`config.mk`:
```
export PLATFORM = sky130hd
export DESIGN_NAME = sme_feeder
export DESIGN_NICKNAME = d
export VERILOG_FILES = /design/src/rtl/sme_feeder.sv
export SDC_FILE = /design/constraint.sdc
export NUM_CORES = 1
export LEC_CHECK = 0
export ABC_AREA = 1
export CAP_MARGIN = 20
export CELL_PAD_IN_SITES_DETAIL_PLACEMENT = 1
export CELL_PAD_IN_SITES_GLOBAL_PLACEMENT = 1
export CORE_MARGIN = 3
export CORE_UTILIZATION = 53
export CTS_CLUSTER_SIZE = 20
export DETAILED_ROUTE_END_ITERATION = 10
export GPL_TIMING_DRIVEN = 0
export HOLD_SLACK_MARGIN = 0.15
export PLACE_DENSITY_LB_ADDON = 0.1
export SLEW_MARGIN = 20
export SYNTH_ARGS = -nofsm -noshare
export SYNTH_HDL_FRONTEND = slang
export SYNTH_SLANG_ARGS = --single-unit
```
`constraint.sdc`:
```
create_clock -name clk -period 5.17 [get_ports clk]
set_input_delay 1.034 -clock clk [delete_from_list [all_inputs] [get_ports clk]]
set_output_delay 1.034 -clock clk [all_outputs]
set_load 0.02 [all_outputs]
```
`src/rtl/sme_feeder.sv`:
```
// Host-side feeder for the string-matching engine: buffers one string and one
// pattern, streams them over the serial character interface, and reports the result.
module sme_feeder #(
  parameter int STR_MAX = 32,
  parameter int PAT_MAX = 8,
  parameter int TIMEOUT = 64
) (
  input  logic       clk,
  input  logic       reset,
  input  logic       wr_en,
  input  logic       wr_sel,
  input  logic [7:0] wr_data,
  input  logic       start,
  input  logic       reuse_str,
  output logic       busy,
  output logic [7:0] chardata,
  output logic       isstring,
  output logic       ispattern,
  input  logic       valid,
  input  logic       match,
  input  logic [4:0] match_index,
  output logic       done,
  output logic       res_match,
  output logic [4:0] res_index,
  output logic       res_timeout,
  output logic       res_error
);

  localparam int SLW = $clog2(STR_MAX + 1);
  localparam int PLW = $clog2(PAT_MAX + 1);
  localparam int SAW = $clog2(STR_MAX);
  localparam int PAW = $clog2(PAT_MAX);
  localparam int IW  = (SLW > PLW) ? SLW : PLW;
  localparam int CW  = $clog2(TIMEOUT);

  typedef enum logic [2:0] {S_IDLE, S_SEND_STR, S_SEND_PAT, S_WAIT, S_REPORT} state_t;

  state_t           r_state, w_state_nx;
  logic [7:0]       r_str_mem [STR_MAX];
  logic [7:0]       r_pat_mem [PAT_MAX];
  logic [SLW-1:0]   r_str_len, w_str_wptr;
  logic [PLW-1:0]   r_pat_len, w_pat_wptr;
  logic             r_str_fresh, r_pat_fresh;
  logic             r_str_sent, w_str_sent;
  logic [IW-1:0]    r_idx, w_idx;
  logic [CW-1:0]    r_cnt, w_cnt;
  logic [7:0]       r_chardata, w_chardata;
  logic             r_isstring, w_isstring, r_ispattern, w_ispattern;
  logic             r_done, w_done;
  logic             r_res_match, w_res_match, r_res_timeout, w_res_timeout;
  logic             r_res_error, w_res_error;
  logic [4:0]       r_res_index, w_res_index;
  logic             w_wr_ok, w_str_we, w_pat_we, w_use_reuse;

  // Loader writes only land in IDLE, and a same-cycle start takes precedence.
  assign w_wr_ok    = (r_state == S_IDLE) && wr_en && !start;
  assign w_str_wptr = r_str_fresh ? '0 : r_str_len;
  assign w_pat_wptr = r_pat_fresh ? '0 : r_pat_len;
  assign w_str_we   = w_wr_ok && !wr_sel && (w_str_wptr < SLW'(STR_MAX));
  assign w_pat_we   = w_wr_ok &&  wr_sel && (w_pat_wptr < PLW'(PAT_MAX));
  assign w_use_reuse = reuse_str && r_str_sent;

  // NOTE: character buffers carry no reset; the lengths alone define valid contents.
  always_ff @(posedge clk) begin
    if (w_str_we) r_str_mem[w_str_wptr[SAW-1:0]] <= wr_data;
    if (w_pat_we) r_pat_mem[w_pat_wptr[PAW-1:0]] <= wr_data;
  end

  // NOTE: every always_comb output gets a default first so no latch is inferred.
  always_comb begin
    w_state_nx    = r_state;
    w_idx         = r_idx;
    w_cnt         = r_cnt;
    w_str_sent    = r_str_sent;
    w_chardata    = 8'h00;
    w_isstring    = 1'b0;
    w_ispattern   = 1'b0;
    w_done        = 1'b0;
    w_res_match   = r_res_match;
    w_res_index   = r_res_index;
    w_res_timeout = r_res_timeout;
    w_res_error   = r_res_error;
    case (r_state)
      S_IDLE: if (start) begin
        if (r_pat_len == '0 || (!w_use_reuse && r_str_len == '0)) begin
          w_state_nx  = S_REPORT;
          w_done      = 1'b1;
          w_res_error = 1'b1;
        end else if (w_use_reuse) begin
          w_state_nx  = S_SEND_PAT;
          w_ispattern = 1'b1;
          w_chardata  = r_pat_mem[0];
          w_idx       = IW'(1);
        end else begin
          w_state_nx  = S_SEND_STR;
          w_isstring  = 1'b1;
          w_chardata  = r_str_mem[0];
          w_idx       = IW'(1);
          w_str_sent  = 1'b1;
        end
      end
      S_SEND_STR: begin
        if (r_idx == IW'(r_str_len)) begin
          w_state_nx  = S_SEND_PAT;
          w_ispattern = 1'b1;
          w_chardata  = r_pat_mem[0];
          w_idx       = IW'(1);
        end else begin
          w_isstring  = 1'b1;
          w_chardata  = r_str_mem[r_idx[SAW-1:0]];
          w_idx       = r_idx + IW'(1);
        end
      end
      S_SEND_PAT: begin
        if (r_idx == IW'(r_pat_len)) begin
          w_state_nx  = S_WAIT;
          w_cnt       = '0;
        end else begin
          w_ispattern = 1'b1;
          w_chardata  = r_pat_mem[r_idx[PAW-1:0]];
          w_idx       = r_idx + IW'(1);
        end
      end
      S_WAIT: begin
        if (valid) begin
          w_state_nx    = S_REPORT;
          w_done        = 1'b1;
          w_res_match   = match;
          w_res_index   = match_index;
          w_res_timeout = 1'b0;
          w_res_error   = 1'b0;
        end else if (r_cnt == CW'(TIMEOUT - 1)) begin
          w_state_nx    = S_REPORT;
          w_done        = 1'b1;
          w_res_match   = 1'b0;
          w_res_index   = 5'd0;
          w_res_timeout = 1'b1;
          w_res_error   = 1'b0;
        end else begin
          w_cnt         = r_cnt + CW'(1);
        end
      end
      S_REPORT: w_state_nx = S_IDLE;
      default:  w_state_nx = S_IDLE;
    endcase
  end

  // NOTE: sequential state uses non-blocking assignments only.
  always_ff @(posedge clk or negedge reset) begin
    if (!reset) begin
      r_state       <= S_IDLE;
      r_str_len     <= '0;
      r_pat_len     <= '0;
      r_str_fresh   <= 1'b0;
      r_pat_fresh   <= 1'b0;
      r_str_sent    <= 1'b0;
      r_idx         <= '0;
      r_cnt         <= '0;
      r_chardata    <= 8'h00;
      r_isstring    <= 1'b0;
      r_ispattern   <= 1'b0;
      r_done        <= 1'b0;
      r_res_match   <= 1'b0;
      r_res_index   <= 5'd0;
      r_res_timeout <= 1'b0;
      r_res_error   <= 1'b0;
    end else begin
      r_state       <= w_state_nx;
      r_str_sent    <= w_str_sent;
      r_idx         <= w_idx;
      r_cnt         <= w_cnt;
      r_chardata    <= w_chardata;
      r_isstring    <= w_isstring;
      r_ispattern   <= w_ispattern;
      r_done        <= w_done;
      r_res_match   <= w_res_match;
      r_res_index   <= w_res_index;
      r_res_timeout <= w_res_timeout;
      r_res_error   <= w_res_error;
      if (w_wr_ok && !wr_sel) r_str_fresh <= 1'b0;
      if (w_wr_ok &&  wr_sel) r_pat_fresh <= 1'b0;
      if (w_str_we) r_str_len <= w_str_wptr + SLW'(1);
      if (w_pat_we) r_pat_len <= w_pat_wptr + PLW'(1);
      // A completed job makes the next write to either buffer start over at index 0.
      if (r_state == S_REPORT) begin
        r_str_fresh <= 1'b1;
        r_pat_fresh <= 1'b1;
      end
    end
  end

  assign busy        = (r_state != S_IDLE);
  assign chardata    = r_chardata;
  assign isstring    = r_isstring;
  assign ispattern   = r_ispattern;
  assign done        = r_done;
  assign res_match   = r_res_match;
  assign res_index   = r_res_index;
  assign res_timeout = r_res_timeout;
  assign res_error   = r_res_error;

endmodule

```
### Yosys cells after proc, flatten, opt, wreduce, memory -nomap -nowiden

Memory sizes are Yosys's and may differ from the RTL's.
Cells that the tools add are included.

* bits in registers: 47
* bits in latches: 0
* memory bits (writable): 320
* bits in read-only memories: 0
* logic and storage cells: 129
* memories kept: 2

Memory list
* r_str_mem: words 32, width 8, rd ports 2, clocked after memory_dff 0, write ports 1, line 39 `logic [7:0] r_str_mem [STR_MAX];`
* r_pat_mem: words 8, width 8, rd ports 2, clocked after memory_dff 0, write ports 1, line 40 `logic [7:0] r_pat_mem [PAT_MAX];`

* $add $sub $neg: 4
* multipliers: 0
* div/mod/pow operators: 0
* order comparisons: 2
* equality and inequality tests: 16
* shifts and indexed selects: 0
* muxes and demuxes: 59
* bitwise gates (word level): 2
* reductions and logical operators: 28

Operators by type and width (count)
* $mux 6: 8
* $mux 8: 5
* $mux 1: 28
* $pmux 8 s3: 1
* $reduce_and 4->1: 5
* $add 6x1->6 const B: 3
* $mux 3: 6
* $pmux 6 s3: 1
* $ne 2x2->1 const B: 7
* $pmux 3 s4: 1
* $pmux 6 s2: 1
* $mux 5: 2
* $reduce_bool 2->1: 5
* $logic_and 1x1->1: 8
* $eq 3x2->1 const B: 2
* $eq 6x4->1: 1
* $eq 6x6->1: 1
* $eq 6x6->1 const B: 1
* $logic_not 6->1: 1
* $lt 6x6->1 const B: 1
* $pmux 1 s2: 3
* $reduce_bool 3->1: 2
* $add 4x1->4 const B: 1
* $logic_not 4->1: 1
* other kinds (13): 16

### Depth between registers and ports, before layout

Gate-level depths: netlist (run 1).

* depth after elaboration: 7
* gate-level depth with buffers: 12
* gate-level depth less buffers: 11

### Worst setup path before layout (run 1)

Ideal clock, no wire load.

* path kind: input to register
* start: input port start
* end: memory r_pat_mem[1][0], enable pin
* setup time: 0.383 ns
* arrival time: 2.069 ns
* slack: 2.717 ns
* stages: 5
* buffers on the path: 0
* cell sequence: inv_1 -> nand3_1 -> nor2_1 -> nand2_1 -> nor3_1

* longest elaborated chain between the ends: 6

RTL lines
* start: declaration: line 13 `input logic start,`
* $logic_not 1->1: line 56 `assign w_wr_ok = (r_state == S_IDLE) && wr_en && !start;`
* $logic_and 1x1->1: line 56
* $logic_and 1x1->1 (2 in series): line 60 `assign w_pat_we = w_wr_ok && wr_sel && (w_pat_wptr < PLW'(PAT_MAX));`
* $mux 1: line 66 `if (w_pat_we) r_pat_mem[w_pat_wptr[PAW-1:0]] <= wr_data;`
* $mux 1 (not written as such): line 66
* end: declaration: line 40

No other way between the ends.

### Worst setup path after layout (run 1)

* start: input port start
* end: memory r_str_mem[4][6], enable pin

* longest elaborated chain between the ends: 6

RTL lines
* $logic_not 1->1: line 56
* $logic_and 1x1->1: line 56
* $logic_and 1x1->1 (2 in series): line 59 `assign w_str_we = w_wr_ok && !wr_sel && (w_str_wptr < SLW'(STR_MAX));`
* $mux 1: line 65 `if (w_str_we) r_str_mem[w_str_wptr[SAW-1:0]] <= wr_data;`
* $mux 1 (not written as such): line 65
* end: declaration: line 39

No other way between the ends.

==> out/metrics.csv, run 1 <==
metric,value,unit
CTS Buffer Depth,3,
setup TNS after final layout,0,ns
"commonest non-fill, non-tap cell in the layout",nand2_1,
Clock Sinks,367,
die footprint,32900,um2
crit path cell chain,"clkdlybuf4s50_1, inv_1, nand3_1, nor2_2, nand2_2, clkinv_2, nand2_2, nor2_1",
fin crit share,0.632,
Clock transition at path regs,0.06,ns
post-synth net total,1663,
final hold slack,0.456,ns
final WL,53000,um
post-layout util,0.620,
Core Area,30000,um2
outcome,finished clean,
max-slew violation count,0,
drc violations,0,
HPWL after DPL,36500,um
Slew headroom,0.297,
Max IR drop VDD,409,uV
Final nets,1753,
Worst Path Required,5.32,ns
number of detailed-route iterations in the first pass,5,
# rows,63,
drt initial violations,1331,
asr flop ratio synth,0.128,
Die W,181,um
routed vias/inst,5.84,
fin area,18600,um2
kind of critical path,input port to flip-flop,
Yosys reg bits,367,
CTS tree,done,
DP Worst Slack,1.42,ns
routed length per placed instance,24.7,um
RePlAce Congestion,0.898,
Die Y,181,um
I/O Buffers,40,
post-CTS sizing,0,
"Setup violations, final",0,
Tmin final,3.27,ns
CP endpoint kind,flip-flop,
Mapped Avg Cell Area,9.98,um2
via count,12500,
setup ws final,1.90,ns
RSZ-0062 raised after global routing,no,
clock root cell,clkbuf_16,
fmax,306,MHz
clk_skew,0.0181,ns
critical-path maximum fanout,8,
ys flop type,edfxtp_1,
cell mode on critical path,nand2_2,
Hold Fails Final Rpt,0,
initial antenna violation count,1,
most frequent cells in the layout,"nand2_1 (578), edfxtp_1 (320), nand3_1 (208)",
Startpoint Class,input port,
critical path arrival,3.42,ns
"Seq/Total Area, Yosys",0.661,
H-Tree Depth,2,
type of the most critical hold path,input port to async pin,
global route overflow,0,
share of cells above drive strength 1,0.0948,
worst reg2reg path depth,9,
P per Cell Area,504,nW/um2
delay of the slowest critical-path stage,0.75,ns
I/O pins,41,
CTS Hold Bufs,0,
Clock Latency Late Sink,0.53,ns
TritonCTS Buffers,39,
mapped cell area,16300,um2
Starting Density,0.545,
total track usage,0.323,
Post-synth EDFFs,320,
Synth cell types,37,
Worst-Margin Slew,1.05,ns
first-pass GRT wire length,79700,um
Syn-to-layout area delta,13.8,%
max_cap viols,0,
setup bufs post-CTS,0,
largest net degree at the start of global routing,33,
Synth Warn #,0,
post-route ant nets,0,
CP max-delay cell,nor2_1,
Synth Instances,1635,
vias in the first global route,13300,
LEAKAGE,7.68,nW
"Cell Area, Placed",17400,um2
r2r setup slk,2.37,ns
[worst paths after layout]
check                             endpoint       start
setup / recovery           r_str_mem[4][6]       start
hold / removal                    r_cnt[5]       reset
setup reg to reg           r_str_mem[4][6]  r_state[0]
hold reg to reg                 r_str_sent  r_str_sent
max in group asynchronous     r_str_len[2]       reset
min in group clk                r_str_sent  r_str_sent
[worst max-delay path: cells and delay by family]
kind	cells	cell delay [ns]
buffers and inverters	3	0.88
and+or+nand+nor	5	1.50
[report_power, final]
group,switching [mW],internal [mW]
combinational,2.28,0.895
sequential,0.121,3.37
clock,1.13,1.57
total,3.53,5.84
[per-layer routing]
metal	track usage	share of wire	up-vias	wire, um
met5	0	0	-	0
met2	0.526	0.47	624	25000
met3	0.0469	0.083	151	4420
li1	-	-	5563	-
met4	0.147	0.049	0	2620
met1	0.434	0.40	6168	21000
[area by class of cell]
cell class,instances,area (um2)
fill,3238,11400
sequential,367,10800
multi-input combinational,1044,4570
clock buffer,44,995
inverter,154,582
timing repair buffer,49,566
tap,390,488
buffer,70,377
clock inverter,23,201
antenna,1,2.50
[stage by stage]
stage | cells | power [mW]
3_3_place_gp | 2065 | 6.47
5_1_grt | 2141 | 9.77
2_1_floorplan | 1635 | 5.41
6_report | 2142 | 9.36
4_1_cts | 2141 | 9.32
3_5_place_dp | 2074 | 6.61
[cell usage after synthesis, types with 3 or more instances]
library cell    n  area share
nand3_1       208       0.064
o211ai_1        8      0.0037
buf_4           9      0.0041
xnor2_1         4      0.0021
o21ai_0        34       0.010
o21ai_1        10      0.0031
buf_1           6      0.0014
nor2_4          3      0.0021
edfxtp_1      320        0.59
nor2_1        126       0.029
inv_2          13      0.0030
buf_6           3      0.0021
nand2_1       578        0.13
clkbuf_1        6      0.0014
nor2_2          7      0.0027
nand4_1         9      0.0035
xor2_1          5      0.0027
a21oi_1        24      0.0074
inv_1         138       0.032
buf_2          45       0.014
dfrtp_1        47       0.072
nand2_2         8      0.0031
ha_1            7      0.0054
[state kept, by name, indices dropped and copies added, names as in the netlist, 3 cells and up]
register,flops
r_str_mem,256
r_state,3
chardata,8
r_str_len,6
r_pat_len,4
r_idx,6
res_index,5
r_cnt,6
r_pat_mem,64
[kinds of logic after synthesis]
group           Yosys count  share of synthesized area
flops                   367                      0.661
xor+xnor                  9                    0.00483
fa+ha+maj                 7                    0.00537
buf+inv                 224                     0.0588
compound gates           79                     0.0258
simple gates            949                      0.244
No activity file was read; power rests on OpenSTA's default activity.
==> run 2: changes to the inputs <==
--- a/config.mk
+++ b/config.mk
@@ -10,7 +10,7 @@
 export CELL_PAD_IN_SITES_DETAIL_PLACEMENT = 1
 export CELL_PAD_IN_SITES_GLOBAL_PLACEMENT = 1
 export CORE_MARGIN = 3
-export CORE_UTILIZATION = 53
+export CORE_UTILIZATION = 44
 export CTS_CLUSTER_SIZE = 20
 export DETAILED_ROUTE_END_ITERATION = 10
 export GPL_TIMING_DRIVEN = 0
==> constraint.sdc (replaced) <==
create_clock -name clk -period 3 [get_ports clk]
set_input_delay 0.6 -clock clk [delete_from_list [all_inputs] [get_ports clk]]
set_output_delay 0.6 -clock clk [all_outputs]
set_load 0.02 [all_outputs]
==> run 2 against run 1 <==
  * Global-route usage shrank 5.0 points
  * Clock skew grew 0.0043 ns
  * Core utilization fell by 10 points
  * Flip-flop and latch count unchanged
  * Sequential power increased by 72%
  * Via count decreased by 1.8%
  * Sequential share of layout area is 0.52 points lower
  * Die area grew 20%
  * Cell area up 0.91%
  * Total power increased by 75%
  * Clock power grew 82%
  * Largest cell class unchanged
==> out/metrics.csv, run 2 (synthesized netlist as in run 1, its figures left out) <==
metric,value,unit
outcome,finished clean,
CTS Buffer Depth,3,
Hold Fails Final Rpt,0,
hold path depth,1,
Syn-to-layout area delta,14.9,%
# rows,69,
clock network power share,0.300,
LEAKAGE,7.72,nW
cell mode on critical path,nand2_2,
global route overflow,0,
combinational power share,0.334,
internal power,10.2,mW
fmax,351,MHz
Core Area,36100,um2
I/O Buffers,40,
hold endpoint,r_str_mem[9][5],
share of cells above drive strength 1,0.0974,
total track usage,0.273,
I/O pins,41,
HPWL after DPL,37000,um
Clock Sinks,367,
Final nets,1754,
crit path cell chain,"clkdlybuf4s50_1, inv_1, nand3_1, nor2_2, nand2_2, clkinv_2, nand2_2, nor2_1",
final hold slack,0.345,ns
CP max-delay cell,nor2_1,
Net Sw Frac,0.376,
Slew headroom,0.319,
Starting Density,0.452,
ant diodes,0,
kind of critical path,input port to flip-flop,
post-route ant nets,0,
"Setup violations, final",0,
Clock Latency Late Sink,0.55,ns
sequential share of power,0.366,
worst reg2reg path depth,9,
r2r setup slk,0.22,ns
routed length per placed instance,23.9,um
delay of the slowest critical-path stage,0.78,ns
Clock transition at path regs,0.06,ns
CP endpoint kind,flip-flop,
Largest register FFs,256,
Power Total,16.4,mW
die footprint,39400,um2
R2R Path End,r_str_mem[5][0],
drt initial violations,1086,
CTS tree,done,
P per Cell Area,875,nW/um2
initial antenna violation count,1,
drc violations,0,
critical path arrival,3.01,ns
H-Tree Depth,2,
routed vias/inst,5.54,
fin crit share,0.949,
most frequent cells in the layout,"nand2_1 (578), edfxtp_1 (320), nand3_1 (208)",
Reg2Reg Launch Point,r_state[0],
largest net degree at the start of global routing,48,
via count,12300,
RePlAce Congestion,0.927,
critical-path maximum fanout,8,
Die W,199,um
clock root cell,clkbuf_16,
first-pass GRT wire length,79000,um
Max IR drop VDD,388,uV
Layout fillers,4003,
type of the most critical hold path,input port to flip-flop,
max_cap viols,0,
"commonest non-fill, non-tap cell in the layout",nand2_1,
RSZ-0062 raised after global routing,no,
post-layout util,0.519,
final WL,53000,um
Tmin final,2.85,ns
max-slew violation count,0,
number of detailed-route iterations in the first pass,5,
Die Y,199,um
Worst Path Required,3.17,ns
clk_skew,0.0224,ns
hold path start,wr_data[5],
TritonCTS Buffers,40,
Worst-Margin Slew,1.02,ns
Top delay family on crit path,simple AND/OR/NAND/NOR gates,
vias in the first global route,12600,
switching pwr,6.16,mW
Startpoint Class,input port,
Crit path buffers/inverters,3,
[run 2: cell types whose count changed in the layout (fill, tap and decap cells not counted), sizes merged]
cell	delta
buf	-1
clkbuf	+7
clkinv	-2
diode	-1
dlygate4sd3	+1
inv	-1
[run 2: per-layer routing]
layer	up-vias	track usage	share of wire	wire, um
met5	-	0	0	0
met4	0	0.0815	0.030	1600
met3	90	0.0330	0.066	3490
met2	437	0.449	0.47	25000
met1	6170	0.383	0.43	22900
li1	5578	-	-	-
[run 2: cell type report]
cell class              count  area (um2)  share of cell area
repair buffers             49         558              0.0298
multi-input cells        1044        4570               0.244
flip-flops and latches    367       10800               0.576
clock buffers              51        1080              0.0579
well taps                 461         577              0.0308
inverters                 154         582              0.0311
clock inverters            20         201              0.0108
plain buffers              70         377              0.0201
[run 2: through the flow]
step,instance area (um2),instances,worst slack (ns),TNS (ns)
floorplan,16300,1635,0.981,0
global placement,17300,2136,-0.308,-64.41
detailed placement,17400,2144,-0.352,-63.03
CTS,18700,2216,0.221,0
global route,18700,2216,0.0587,0
finish,18700,2216,0.154,0
[run 2: repair_timing]
| action | in CTS | in global routing |
|---|---|---|
| hold endpoints to repair | 47 | 0 |
| setup buffers | 0 | 0 |
| hold buffers | 1 | 0 |
| gates resized for setup | 0 | 0 |
[run 2: how the worst max path moves through the flow]
| stage | startpoint | end | slack, ns | cells after the start |
|---|---|---|---|---|
| floorplan | start | r_pat_mem[1][0] | 0.98 | 5 |
| global placement | start | r_str_mem[5][1] | -0.31 | 8 |
| detailed placement | start | r_str_mem[8][3] | -0.35 | 8 |
| CTS | start | r_str_mem[4][1] | 0.22 | 8 |
| global route | start | r_str_mem[8][4] | 0.06 | 8 |
| finish | start | r_str_mem[5][0] | 0.15 | 8 |
[run 2: power by group through the flow]
stage                     clock network (mW)  logic (mW)  registers (mW)
after floorplan                            0        3.14            6.18
after global placement                     0        5.22            6.11
after detailed placement                   0        5.39            6.11
after CTS                               4.98        5.44            6.01
after global routing                    5.21        5.98            6.03
final                                   4.92        5.47            6.01
==> run 3: changes to the inputs <==
--- a/config.mk
+++ b/config.mk
@@ -7,15 +7,14 @@
 export LEC_CHECK = 0
 export ABC_AREA = 1
 export CAP_MARGIN = 20
-export CELL_PAD_IN_SITES_DETAIL_PLACEMENT = 1
-export CELL_PAD_IN_SITES_GLOBAL_PLACEMENT = 1
 export CORE_MARGIN = 3
-export CORE_UTILIZATION = 44
+export CORE_UTILIZATION = 56
 export CTS_CLUSTER_SIZE = 20
 export DETAILED_ROUTE_END_ITERATION = 10
 export GPL_TIMING_DRIVEN = 0
 export HOLD_SLACK_MARGIN = 0.15
-export PLACE_DENSITY_LB_ADDON = 0.1
+export PLACE_DENSITY = 0.76
+export RECOVER_POWER = 100
 export SLEW_MARGIN = 20
 export SYNTH_ARGS = -nofsm -noshare
 export SYNTH_HDL_FRONTEND = slang
==> run 3 against run 2 <==
  * Routed wire length is 15% lower
  * Fmax is 1.4% lower
  * Register-to-register slack worse by 0.03 ns
  * The run now ends with max-capacitance violations, max-slew violations left
  * Sequential share of layout area is 1.1 points higher
  * Worst setup slack worse by 0.042 ns
  * Via count is 0.68% lower
  * Clock-buffer cell count is 4 lower
  * Combinational power is 8.2% lower
  * Non-clock buffer count is 1 lower
  * Largest power group unchanged
  * Clock power is 1% lower
  * Largest cell class unchanged
==> out/metrics.csv, run 3 (synthesized netlist as in run 1, its figures left out) <==
metric,value,unit
Startpoint Class,input port,
I/O Buffers,40,
"Setup violations, final",0,
total track usage,0.289,
via count,12200,
TritonCTS Buffers,39,
CTS tree,done,
Core Area,28200,um2
LEAKAGE,7.63,nW
Starting Density,0.578,
P per Cell Area,865,nW/um2
H-Tree Depth,2,
CP max-delay cell,nor2_1,
Hold Fails Final Rpt,0,
failing checks,"max-capacitance violations, max-slew violations",
"Cell Area, Placed",17300,um2
critical path arrival,3.03,ns
Layout fillers,2199,
fin crit share,0.963,
# rows,61,
number of detailed-route iterations in the first pass,5,
die footprint,31200,um2
RSZ-0062 raised after global routing,no,
initial antenna violation count,0,
CTS Buffer Depth,3,
max_cap viols,3,
first-pass GRT wire length,67500,um
Die W,177,um
I/O pins,41,
delay of the slowest critical-path stage,0.81,ns
share of cells above drive strength 1,0.0778,
Worst-Margin Slew,1.95,ns
Syn-to-layout area delta,12.7,%
Final nets,1752,
most frequent cells in the layout,"nand2_1 (579), edfxtp_1 (320), nand3_1 (211)",
"commonest non-fill, non-tap cell in the layout",nand2_1,
setup bufs post-CTS,0,
crit path cell chain,"clkdlybuf4s50_1, inv_1, nand3_1, nor2_2, nand2_2, clkinv_2, nand2_2, nor2_1",
fin area,18400,um2
type of the most critical hold path,input port to flip-flop,
CP endpoint kind,flip-flop,
cell mode on critical path,nand2_2,
switching pwr,5.72,mW
Slew headroom,-0.297,
vias in the first global route,11500,
fmax,346,MHz
critical-path maximum fanout,8,
combinational power share,0.316,
RePlAce Congestion,0.983,
Clock Sinks,367,
r2r setup slk,0.19,ns
clock network power share,0.306,
Clock transition at path regs,0.06,ns
HPWL after DPL,30200,um
max-slew violation count,118,
post-CTS sizing,0,
setup ws final,0.112,ns
clock root cell,clkbuf_16,
internal power,10.2,mW
Worst Path Required,3.15,ns
Max IR drop VDD,541,uV
Tmin final,2.89,ns
drc violations,0,
Clock Latency Late Sink,0.54,ns
Die Y,177,um
sequential share of power,0.378,
DP Worst Slack,-0.368,ns
CTS Hold Bufs,1,
final WL,44800,um
drt initial violations,1579,
clk_skew,0.0235,ns
ant diodes,0,
Power Total,15.9,mW
Net Sw Frac,0.360,
routed length per placed instance,21.1,um
area of the multi-input gates,4510,um2
global route overflow,0,
post-route ant nets,0,
Largest register FFs,256,
routed vias/inst,5.73,
kind of critical path,input port to flip-flop,
outcome,finished with violations,
Register Area,10800,um2
largest net degree at the start of global routing,48,
run 3: changes by cell type in the layout (fill, tap and decap cells not counted), sizes merged, moves of 2 or more:
cell           previous run  this run
dlygate4sd3               1        22
clkinv                   18        13
clkdlybuf4s50            31        10
bufinv                    4         6
buf                      80        58
clkbuf                   58        75
run 3: worst max-delay path, delay by kind of cell:
family	cells	cell delay [ns]
and+or+nand+nor	5	1.52
buffers and inverters	3	0.90
run 3: power groups by stage:
stage	logic [mW]	clock network [mW]	registers, mW
after floorplan	3.14	0	6.18
after global placement	4.96	0	6.10
after detailed placement	5.09	0	6.10
after CTS	5.12	4.90	6.00
after global routing	5.47	5.11	6.02
final	5.02	4.87	6.00
run 3: final cells by class:
type	instances	share of cell area
clock inverter	19	0.0137
multi-input combinational	1044	0.246
clock buffer	47	0.0559
inverter	154	0.0316
sequential	367	0.587
tap	378	0.0257
buffer	70	0.0199
timing repair buffer	48	0.0208
run 3: final timing paths:
path                                          to        from  cells past startpoint
worst min register to register        r_str_sent  r_str_sent                      2
max in group asynchronous            chardata[0]       reset                      2
worst min-delay path             r_pat_mem[1][7]  wr_data[7]                      1
worst max-delay path            r_str_mem[30][6]       start                      8
min in group asynchronous           r_pat_len[1]       reset                      2
worst max register to register  r_str_mem[30][6]  r_state[0]                      9
run 3: per-layer routing:
| layer | vias to the layer above | global-route usage | share of wire |
|---|---|---|---|
| met4 | 0 | 0.107 | 0.040 |
| met2 | 743 | 0.460 | 0.47 |
| li1 | 5568 | - | - |
| met5 | - | 0 | 0 |
| met1 | 5753 | 0.401 | 0.39 |
| met3 | 128 | 0.0549 | 0.11 |
run 3: metrics by stage:
stage	hold slack (ns)	setup TNS, ns	std cells	utilization
after floorplan	0.304	0	1635	-
after detailed placement	0.456	-55.96	2060	0.613
final	0.421	0	2127	0.651
after global placement	0.446	-50.40	2053	0.609
after global routing	0.435	0	2127	0.651
after CTS	0.366	0	2127	0.659
